==> config.mk <==
export PLATFORM = sky130hd
export DESIGN_NAME = control_pipe
export DESIGN_NICKNAME = d
export VERILOG_FILES = /design/src/rtl/control_pipe.sv
export SDC_FILE = /design/constraint.sdc
export NUM_CORES = 1
export LEC_CHECK = 0
export ABC_CLOCK_PERIOD_IN_PS = 2700
export CORE_MARGIN = 10
export CORE_UTILIZATION = 32
export CTS_BUF_LIST = sky130_fd_sc_hd__clkbuf_4 sky130_fd_sc_hd__clkbuf_8
export CTS_CLUSTER_DIAMETER = 200
export CTS_CLUSTER_SIZE = 30
export DETAILED_ROUTE_END_ITERATION = 7
export MAX_ROUTING_LAYER = met4
export PLACE_DENSITY = 0.71
export SKIP_LAST_GASP = 1
export SLEW_MARGIN = 10
export SYNTH_ARGS = -nofsm -noshare
export SYNTH_HDL_FRONTEND = slang
export SYNTH_SLANG_ARGS = --single-unit
export TNS_END_PERCENT = 1
==> constraint.sdc <==
create_clock -name i_clk -period 2.7 [get_ports i_clk]
set_input_delay 0.54 -clock i_clk [delete_from_list [all_inputs] [get_ports i_clk]]
set_output_delay 0.54 -clock i_clk [all_outputs]
set_load 0.02 [all_outputs]
==> src/rtl/control_pipe.sv <==
// rtl/control_pipe.sv - registered MIPS main control with load-use stall and halt sequencing
//
// Purpose: decodes opcode/funct in ID and registers the WB/MEM/EX control buses
// and the jump/shift flags into ID/EX. Inserts bubbles on a load-use hazard,
// on a taken branch/jump flush, and while draining the pipe for HALT_OPCODE.
//
// Ports:
//   i_clk, i_rst              clock, synchronous active-high reset
//   i_opcode, i_funct         IF/ID instruction fields [31:26] / [5:0]
//   i_rs, i_rt                IF/ID source register specifiers
//   i_flush                   squash the instruction currently in ID
//   o_ctrl_wb/mem/exc_bus     ID/EX registered control buses
//   o_jump/jal/jr/jalr/shift  ID/EX registered flags
//   o_pc_write, o_ifid_write  combinational PC and IF/ID write enables
//   o_halted                  registered, high in the HALT state
//   o_illegal                 registered one-cycle trap on an unlisted opcode,
//                             present only when CTRL_ILLEGAL_TRAP_EN is defined
module control_pipe #(
  parameter int                   NB_OPCODE   = 6,
  parameter int                   NB_REG      = 5,
  parameter int                   NB_CTRL_EX  = 6,
  parameter int                   NB_CTRL_M   = 9,
  parameter int                   NB_CTRL_WB  = 2,
  parameter logic [NB_OPCODE-1:0] HALT_OPCODE = 6'h3F,
  parameter int                   DRAIN_CYC   = 3
) (
  input  logic                  i_clk,
  input  logic                  i_rst,
  input  logic [NB_OPCODE-1:0]  i_opcode,
  input  logic [NB_OPCODE-1:0]  i_funct,
  input  logic [NB_REG-1:0]     i_rs,
  input  logic [NB_REG-1:0]     i_rt,
  input  logic                  i_flush,
  output logic [NB_CTRL_WB-1:0] o_ctrl_wb_bus,
  output logic [NB_CTRL_M-1:0]  o_ctrl_mem_bus,
  output logic [NB_CTRL_EX-1:0] o_ctrl_exc_bus,
  output logic                  o_jump,
  output logic                  o_jal,
  output logic                  o_jr,
  output logic                  o_jalr,
  output logic                  o_shift,
  output logic                  o_pc_write,
  output logic                  o_ifid_write,
  output logic                  o_halted
`ifdef CTRL_ILLEGAL_TRAP_EN
  ,
  output logic                  o_illegal
`endif
);

  localparam int CNT_W = $clog2(DRAIN_CYC + 1);

  typedef enum logic [1:0] {S_RUN, S_DRAIN, S_HALT} state_t;

  state_t                  state_q, state_d;
  logic [CNT_W-1:0]        cnt_q, cnt_d;
  logic [NB_CTRL_WB-1:0]   wb_q;
  logic [NB_CTRL_M-1:0]    mem_q;
  logic [NB_CTRL_EX-1:0]   ex_q;
  logic                    jump_q, jal_q, jr_q, jalr_q, shift_q;
  logic [NB_REG-1:0]       rt_ex_q;
  logic                    halted_q;

  logic [NB_CTRL_WB-1:0]   dec_wb;
  logic [NB_CTRL_M-1:0]    dec_mem;
  logic [NB_CTRL_EX-1:0]   dec_ex;
  logic                    dec_jump, dec_jal, dec_jr, dec_jalr, dec_shift, dec_legal;
  logic                    hazard, bubble, pc_write, ifid_write;
`ifdef CTRL_ILLEGAL_TRAP_EN
  logic                    illegal_q, illegal_d;
`endif

  // Pure decode of the instruction in ID; unlisted opcodes fall out as all-zero.
  always_comb begin
    dec_wb    = '0;
    dec_mem   = '0;
    dec_ex    = '0;
    dec_jump  = 1'b0;
    dec_jal   = 1'b0;
    dec_jr    = 1'b0;
    dec_jalr  = 1'b0;
    dec_shift = 1'b0;
    dec_legal = 1'b1;
    case (i_opcode)
      6'h00: begin
        dec_wb = 2'b10;
        case (i_funct)
          6'h08: dec_jr = 1'b1;
          6'h09: begin dec_ex = 6'b000001; dec_jalr = 1'b1; end
          default: begin
            dec_ex    = 6'b000101;
            dec_shift = (i_funct == 6'h00) || (i_funct == 6'h02) || (i_funct == 6'h03);
          end
        endcase
      end
      6'h20: begin dec_wb = 2'b11; dec_mem = 9'b001000010; dec_ex = 6'b100000; end
      6'h21: begin dec_wb = 2'b11; dec_mem = 9'b000100010; dec_ex = 6'b100000; end
      6'h23: begin dec_wb = 2'b11; dec_mem = 9'b000000010; dec_ex = 6'b100000; end
      6'h27: begin dec_wb = 2'b11; dec_mem = 9'b000000010; dec_ex = 6'b100000; end
      6'h24: begin dec_wb = 2'b11; dec_mem = 9'b001010010; dec_ex = 6'b100000; end
      6'h25: begin dec_wb = 2'b11; dec_mem = 9'b000110010; dec_ex = 6'b100000; end
      6'h28: begin dec_mem = 9'b100000001; dec_ex = 6'b100000; end
      6'h29: begin dec_mem = 9'b010000001; dec_ex = 6'b100000; end
      6'h2B: begin dec_mem = 9'b000000001; dec_ex = 6'b100000; end
      6'h08: begin dec_wb = 2'b10; dec_ex = 6'b100110; end
      6'h0C: begin dec_wb = 2'b10; dec_ex = 6'b101000; end
      6'h0D: begin dec_wb = 2'b10; dec_ex = 6'b101010; end
      6'h0E: begin dec_wb = 2'b10; dec_ex = 6'b101100; end
      6'h0F: begin dec_wb = 2'b10; dec_ex = 6'b101110; end
      6'h0A: begin dec_wb = 2'b10; dec_ex = 6'b110000; end
      6'h04: begin dec_mem = 9'b000000100; dec_ex = 6'b100010; end
      6'h05: begin dec_mem = 9'b000001000; dec_ex = 6'b100010; end
      6'h02: dec_jump = 1'b1;
      6'h03: begin dec_wb = 2'b10; dec_jal = 1'b1; end
      default: dec_legal = 1'b0;
    endcase
  end

  // A load in EX whose destination feeds the instruction in ID; $zero never stalls.
  assign hazard = mem_q[1] && (rt_ex_q != '0) && ((rt_ex_q == i_rs) || (rt_ex_q == i_rt));

  always_comb begin
    state_d    = state_q;
    cnt_d      = cnt_q;
    bubble     = 1'b1;
    pc_write   = 1'b0;
    ifid_write = 1'b0;
`ifdef CTRL_ILLEGAL_TRAP_EN
    illegal_d  = 1'b0;
`endif
    case (state_q)
      S_RUN: begin
        if (i_flush) begin
          pc_write   = 1'b1;
          ifid_write = 1'b1;
        end else if (hazard) begin
          // stall one cycle; the bubble clears MemRead so ID re-decodes next cycle
        end else if (i_opcode == HALT_OPCODE) begin
          state_d = S_DRAIN;
          cnt_d   = CNT_W'(DRAIN_CYC - 1);
        end else begin
          bubble     = 1'b0;
          pc_write   = 1'b1;
          ifid_write = 1'b1;
`ifdef CTRL_ILLEGAL_TRAP_EN
          illegal_d  = !dec_legal;
`endif
        end
      end
      S_DRAIN: begin
        if (cnt_q == '0) state_d = S_HALT;
        else             cnt_d   = cnt_q - CNT_W'(1);
      end
      S_HALT: ;
      default: state_d = S_RUN;
    endcase
    // keep fetch running while reset is asserted
    if (i_rst) begin
      pc_write   = 1'b1;
      ifid_write = 1'b1;
    end
  end

  always_ff @(posedge i_clk) begin
    if (i_rst) begin
      state_q  <= S_RUN;
      cnt_q    <= '0;
      wb_q     <= '0;
      mem_q    <= '0;
      ex_q     <= '0;
      jump_q   <= 1'b0;
      jal_q    <= 1'b0;
      jr_q     <= 1'b0;
      jalr_q   <= 1'b0;
      shift_q  <= 1'b0;
      rt_ex_q  <= '0;
      halted_q <= 1'b0;
    end else begin
      state_q  <= state_d;
      cnt_q    <= cnt_d;
      wb_q     <= bubble ? '0 : dec_wb;
      mem_q    <= bubble ? '0 : dec_mem;
      ex_q     <= bubble ? '0 : dec_ex;
      jump_q   <= !bubble && dec_jump;
      jal_q    <= !bubble && dec_jal;
      jr_q     <= !bubble && dec_jr;
      jalr_q   <= !bubble && dec_jalr;
      shift_q  <= !bubble && dec_shift;
      rt_ex_q  <= i_rt;
      halted_q <= (state_d == S_HALT);
    end
  end

`ifdef CTRL_ILLEGAL_TRAP_EN
  always_ff @(posedge i_clk) begin
    if (i_rst) illegal_q <= 1'b0;
    else       illegal_q <= illegal_d;
  end
  assign o_illegal = illegal_q;
`endif

  assign o_ctrl_wb_bus  = wb_q;
  assign o_ctrl_mem_bus = mem_q;
  assign o_ctrl_exc_bus = ex_q;
  assign o_jump         = jump_q;
  assign o_jal          = jal_q;
  assign o_jr           = jr_q;
  assign o_jalr         = jalr_q;
  assign o_shift        = shift_q;
  assign o_pc_write     = pc_write;
  assign o_ifid_write   = ifid_write;
  assign o_halted       = halted_q;

endmodule

==> out/results.ini, run 1 <==
[timing]
fmax_mhz=369
max-slew-margin-rel=0.638
clock_skew_ps=2.15
hold_violations=0
slew_viol_final=0
setup_viol=3
fin_crit_ps=2710
period_share=1.00
setup_slack_ps=-9.33
worst_slew_pin_slew_ps=539
fin_setup_tns_ps=-19.7
whs_ps=541

[min_path]
hp-class=reg2reg
min_path_cells=2
hold_start=cnt_q[1]$_SDFFE_PP0P_

[worst_setup_path]
start_kind=input port
worst_r2r_startpoint=rt_ex_q[1]$_SDFF_PP0_
worstSetupStartpoint=i_rs[2]
arrival_ps=2170
required_ps=2160
worstPathMaxFanout=2
r2r_cells=13
end_kind=output port
crit_type=in2out

[clocking]
cts_buffer_depth=2
cts.sinks=32
hold_buffers=0
clk_latency_ps=270
cts_tree=done
clk_pin_slew_ps=60
htree_levels=2
cts_root_buffer=clkbuf_8
numCtsBuffers=5

[finish]
final_nets=254
mostFrequentLayoutCells=40 x clkdlybuf4s50_1, 32 x dfxtp_1, 26 x buf_4
regArea_um2=641
nFillCells=430
layout_commonest_cell=clkdlybuf4s50_1
instances_no_fill=281
diodes=0
multi_input_area_um2=691
drive_above_1_share=0.197
area_growth_syn_to_layout_pct=57.3

[floorplan]
start_util=0.326
die-area_mm2=0.00746
fp.coreArea_mm2=0.00432
die_w_um=86.4
ios=50
rows=24
die_h_um=86.4

[placement]
finalWeightedCongestion=0.830
portBuffers=49
hpwlAfterDp_um=2910
dpl.cell_count=263

[power_and_ir_drop]
ir_drop_mv=0.301
power_per_cell_area_mw_per_mm2=456
leakagePower_nw=0.889

[global_routing]
grt_overflow=0
grt_pass1_wl_um=6480
use_met2=0.185
top_usage_layer=met2
grt_util_met3=0.0441
grt_max_degree=23
grt_use_total=0.111
grt_pass1_vias=1363
antenna_found_initial=0
grt_util_met1=0.120

[yosys]
avgSynthCellArea_um2=8.98
yosysSeqAreaShare=0.454
netlist_area_mm2=0.00141
synthDistinctLibCells=40
synthArstFlopShare=0
synth-seq-cells=32
synth_edf_count=0
syn_inst=157
synth_ff_type=dfxtp_1
syn-num-nets=183
yosysWarningCount=0

[detailed_routing]
ant_nets=0
wl_per_cell_um=14.1
dr.pass1.iters=4
wirelength_um=3960
drcViolationCount=0
vias_per_cell=4.81
dr_total_vias=1353
drtIter0Drc=55

[status]
status=finished, violations left
violations=negative setup slack

[job]
drv_cap=0

[metal layers]
layer  part of all wire  vias to the layer above
met2               0.49                       40
met4              0.014                        0
met3              0.055                        6
met5                  0                        -
li1                   -                      690
met1               0.44                      617
[worst paths after layout]
kind,slack (ps),to
worst min-delay path,540,cnt_q[1]$_SDFFE_PP0P_
worst max-delay path,-9,o_pc_write
worst min register to register,540,cnt_q[1]$_SDFFE_PP0P_
worst max register to register,230,cnt_q[0]$_SDFFE_PP0P_
[final cells by class]
cell class              instances  area share
flip-flops and latches         32       0.289
multi-input cells             107       0.311
inverters                       7      0.0118
repair buffers                 75       0.315
clock buffers                   8      0.0440
well taps                      52      0.0293
[where the power goes]
part	internal, W	total (W)	switching (W)
clock	0.000228	0.000388	0.000161
sequential	0.000479	0.000484	0.00000493
combinational	0.0000724	0.000139	0.0000667
total	0.000779	0.00101	0.000232
[critical path: stages]
cell and delay, ps:
clkdlybuf4s50_1 470, xor2_1 230, nor3_2 90, a22oi_2 180, nor2_2 90, o41ai_2 280, buf_4 180, buf_6 110
[cell families (layout without fill, tap and decap cells)]
family          after synthesis  after routing  synth area share
simple gates                 71             71             0.283
flops                        32             32             0.454
compound gates               23             23             0.103
buf+inv                      18             90            0.0754
xor+xnor                     11             11            0.0683
fa+ha+maj                     1              1           0.00887
mux                           1              1           0.00710
[flip-flops by register name, summed over array words and instances, names as in the netlist]
name and cells:
o_halted 1, o_shift 1, o_jalr 1, cnt_q 2, o_jal 1, state_q 2, o_ctrl_wb_bus 2, o_ctrl_exc_bus 6
o_jr 1, o_ctrl_mem_bus 9, o_jump 1, rt_ex_q 5
[per-stage QoR]
| stage | instance area (um2) | worst slack, ps | total power [W] | utilization |
|---|---|---|---|---|
| after global routing | 2220 | -83.8 | 0.00107 | 0.513 |
| after detailed placement | 2010 | -543 | 0.000630 | 0.466 |
| after CTS | 2170 | 5.30 | 0.00102 | 0.502 |
| after floorplan | 1420 | 230 | 0.000564 | - |
| final | 2220 | -9.33 | 0.00101 | 0.513 |
| after global placement | 2010 | -474 | 0.000629 | 0.466 |
[timing repair]
action	4_1_cts	5_1_grt
pin swaps	3	7
setup buffers	9	1
resized for setup	14	11
setup endpoints to repair	2	3
[synthesized netlist by cell type (3+ instances only)]
cell      instances  area share
inv_1             7       0.019
a21oi_1           9       0.032
nor4_1           15       0.067
dfxtp_1          32        0.45
buf_4             4       0.021
nor3_1            8       0.028
nand3_1           4       0.014
xor2_1           10       0.062
nor2b_1           7       0.031
o21ai_0           3       0.011
nand2b_1          4       0.018
nand2_1           6       0.016
nor2_1           11       0.029
Power figures use the tool's default switching activity.
==> run 2: changes to the inputs <==
--- a/config.mk
+++ b/config.mk
@@ -10,10 +10,10 @@
 export CORE_UTILIZATION = 32
 export CTS_BUF_LIST = sky130_fd_sc_hd__clkbuf_4 sky130_fd_sc_hd__clkbuf_8
 export CTS_CLUSTER_DIAMETER = 200
-export CTS_CLUSTER_SIZE = 30
 export DETAILED_ROUTE_END_ITERATION = 7
 export MAX_ROUTING_LAYER = met4
 export PLACE_DENSITY = 0.71
+export SETUP_SLACK_MARGIN = 0.4
 export SKIP_LAST_GASP = 1
 export SLEW_MARGIN = 10
 export SYNTH_ARGS = -nofsm -noshare
==> run 2 against run 1 <==
Compared with the run above:
- the run now ends clean
- power is 0.23% higher
- largest power group unchanged
- critical path type is now reg2out
- worst hold slack worse by 23 ps
- flip-flop and latch count stayed put
- critical endpoint is now o_ifid_write
- count of clock-buffer cells in the layout stayed put
- clock skew is 3.0 ps higher
==> out/results.ini, run 2 (synthesis gave the netlist of run 1 again) <==
[status]
status=finished clean

[timing]
fin_crit_ps=2350  ; -358 ps
rsz0062_at_grt=true
setup_slack_ps=348  ; +358 ps
fmax_mhz=425  ; +15%
setup_viol=0  ; -3
period_share=0.871  ; -0.132
worst_slew_pin_slew_ps=483  ; -55.2 ps
slew_viol_final=0  ; unchanged
max-slew-margin-rel=0.675  ; +0.0372
hold_violations=0  ; unchanged
clock_skew_ps=5.10  ; +2.96 ps

[finish]
area_growth_syn_to_layout_pct=51.1
diodes=0  ; unchanged
final_nets=244  ; -3.9%
final_area_mm2=0.00213  ; -3.9%
largest_reg_flops=9  ; unchanged
nFillCells=416  ; -3.3%
drive_above_1_share=0.164  ; -0.0321
layout_commonest_cell=clkdlybuf4s50_1
mostFrequentLayoutCells=37 x clkdlybuf4s50_1, 30 x dfxtp_1, 18 x buf_4

[worst_setup_path]
crit_buf_inv=1  ; -2
required_ps=2160  ; about the same
r2r_setup_slack_ps=740  ; +510 ps
r2r_cells=7  ; -6
cp_cell_sequence=or4_4 > o21ai_4 > nor2_4 > o41ai_4 > buf_4
worstPathMaxFanout=2  ; unchanged
end_kind=output port
path_depth=5  ; -3
crit_type=reg2out
slowest_stage=or4_4
max_stage_delay_ps=550  ; +80 ps
arrival_ps=1810  ; -360 ps
start_kind=flip-flop
critPathTopFamily=simple AND/OR/NAND/NOR gates

[floorplan]
start_util=0.326  ; unchanged
die_w_um=86.4  ; unchanged
rows=24  ; unchanged
die_h_um=86.4  ; unchanged
fp.coreArea_mm2=0.00432  ; unchanged
ios=50  ; unchanged
die-area_mm2=0.00746  ; unchanged

[clocking]
numCtsBuffers=5  ; unchanged
cts_buffer_depth=2  ; unchanged
htree_levels=2  ; unchanged
cts_root_buffer=clkbuf_8
cts_tree=done
cts.sinks=32  ; unchanged
clk_latency_ps=280  ; about the same
hold_buffers=0  ; unchanged
clk_pin_slew_ps=60  ; about the same

[power_and_ir_drop]
ir_drop_mv=0.274  ; -9.1%
power_per_cell_area_mw_per_mm2=476  ; +4.4%
leakagePower_nw=0.803  ; -9.6%

[detailed_routing]
dr.pass1.iters=4  ; unchanged
wirelength_um=3680  ; -7.1%
ant_nets=0  ; unchanged
wl_per_cell_um=13.6  ; -3.7%
dr_total_vias=1310  ; -3.2%
vias_per_cell=4.83  ; +0.39%
drtIter0Drc=45  ; -18%
drcViolationCount=0  ; unchanged

[placement]
dp_slack_ps=-488  ; +55.0 ps
portBuffers=49  ; unchanged
finalWeightedCongestion=0.807  ; -2.8%
place_area_mm2=0.00201  ; -0.19%
hpwlAfterDp_um=2870  ; -1.3%

[min_path]
min_path_cells=2  ; unchanged
hp-class=reg2reg

[global_routing]
grt_use_total=0.108  ; -0.00382
grt_max_degree=23  ; unchanged
grt_overflow=0  ; unchanged
antenna_found_initial=0  ; unchanged
grt_pass1_wl_um=6210  ; -4.2%
grt_pass1_vias=1297  ; -4.8%

[job]
drv_cap=0  ; unchanged

run 2: cell types whose count changed in the layout (fill, tap and decap cells not counted), sizes merged:
cell | previous run | this run
clkdlybuf4s50 | 40 | 37
dlymetal6s2s | 5 | 0
dlygate4sd2 | 2 | 10
buf | 28 | 18
run 2: power by group:
part	total [W]	switching [W]	internal (W)	leakage, nW
registers	0.000485	0.00000545	0.000479	0.260
clock network	0.000394	0.000167	0.000228	0.0523
logic	0.000135	0.0000661	0.0000688	0.491
total	0.00101	0.000238	0.000776	0.803
run 2: area by class of cell:
cell class                 instances  area (um2)  share of cell area
clock buffer                       8        97.6              0.0458
tap                               52        65.1              0.0305
inverter                           7        26.3              0.0123
sequential                        32         643               0.302
multi-input combinational        107         706               0.331
timing repair buffer              65         593               0.278
run 2: final timing paths:
kind / from / endpoint
worst max-delay path: rt_ex_q[1]$_SDFF_PP0_ / o_ifid_write
worst min-delay path: cnt_q[0]$_SDFFE_PP0P_ / cnt_q[0]$_SDFFE_PP0P_
worst max register to register: rt_ex_q[1]$_SDFF_PP0_ / o_ctrl_mem_bus[4]$_SDFF_PP0_
worst min register to register: cnt_q[0]$_SDFFE_PP0P_ / cnt_q[0]$_SDFFE_PP0P_
run 2: per-stage QoR:
step	std cells	utilization	TNS (ps)	hold WS, ps	power [W]
2_1_floorplan	157	-	0	489	0.000565
3_3_place_gp	261	0.465	-895	502	0.000627
3_5_place_dp	261	0.465	-975	506	0.000629
4_1_cts	271	0.493	0	521	0.00103
5_1_grt	271	0.493	0	563	0.00106
6_report	271	0.493	0	519	0.00101
run 2: routing by layer:
| layer | routed length (um) | track usage | up-vias |
|---|---|---|---|
| met1 | 1820 | 0.131 | 580 |
| met5 | 0 | - | - |
| li1 | - | - | 675 |
| met3 | 298 | 0.0497 | 5 |
| met4 | 68 | 0.0442 | 0 |
| met2 | 1490 | 0.150 | 50 |
run 2: worst register-to-register path: stages, from the launching register on:
cell,delay (ps)
dfxtp_1,320
or4_4,550
o21ai_4,180
buf_4,130
buf_4,100
o21ai_2,40
buf_4,220
nor4_1,320
run 2: timing repair:
item                                    CTS  global route
endpoints found under the setup margin    2             2
gates resized for setup                  27             0
pin swaps                                 9             1
setup buffers                             2             0
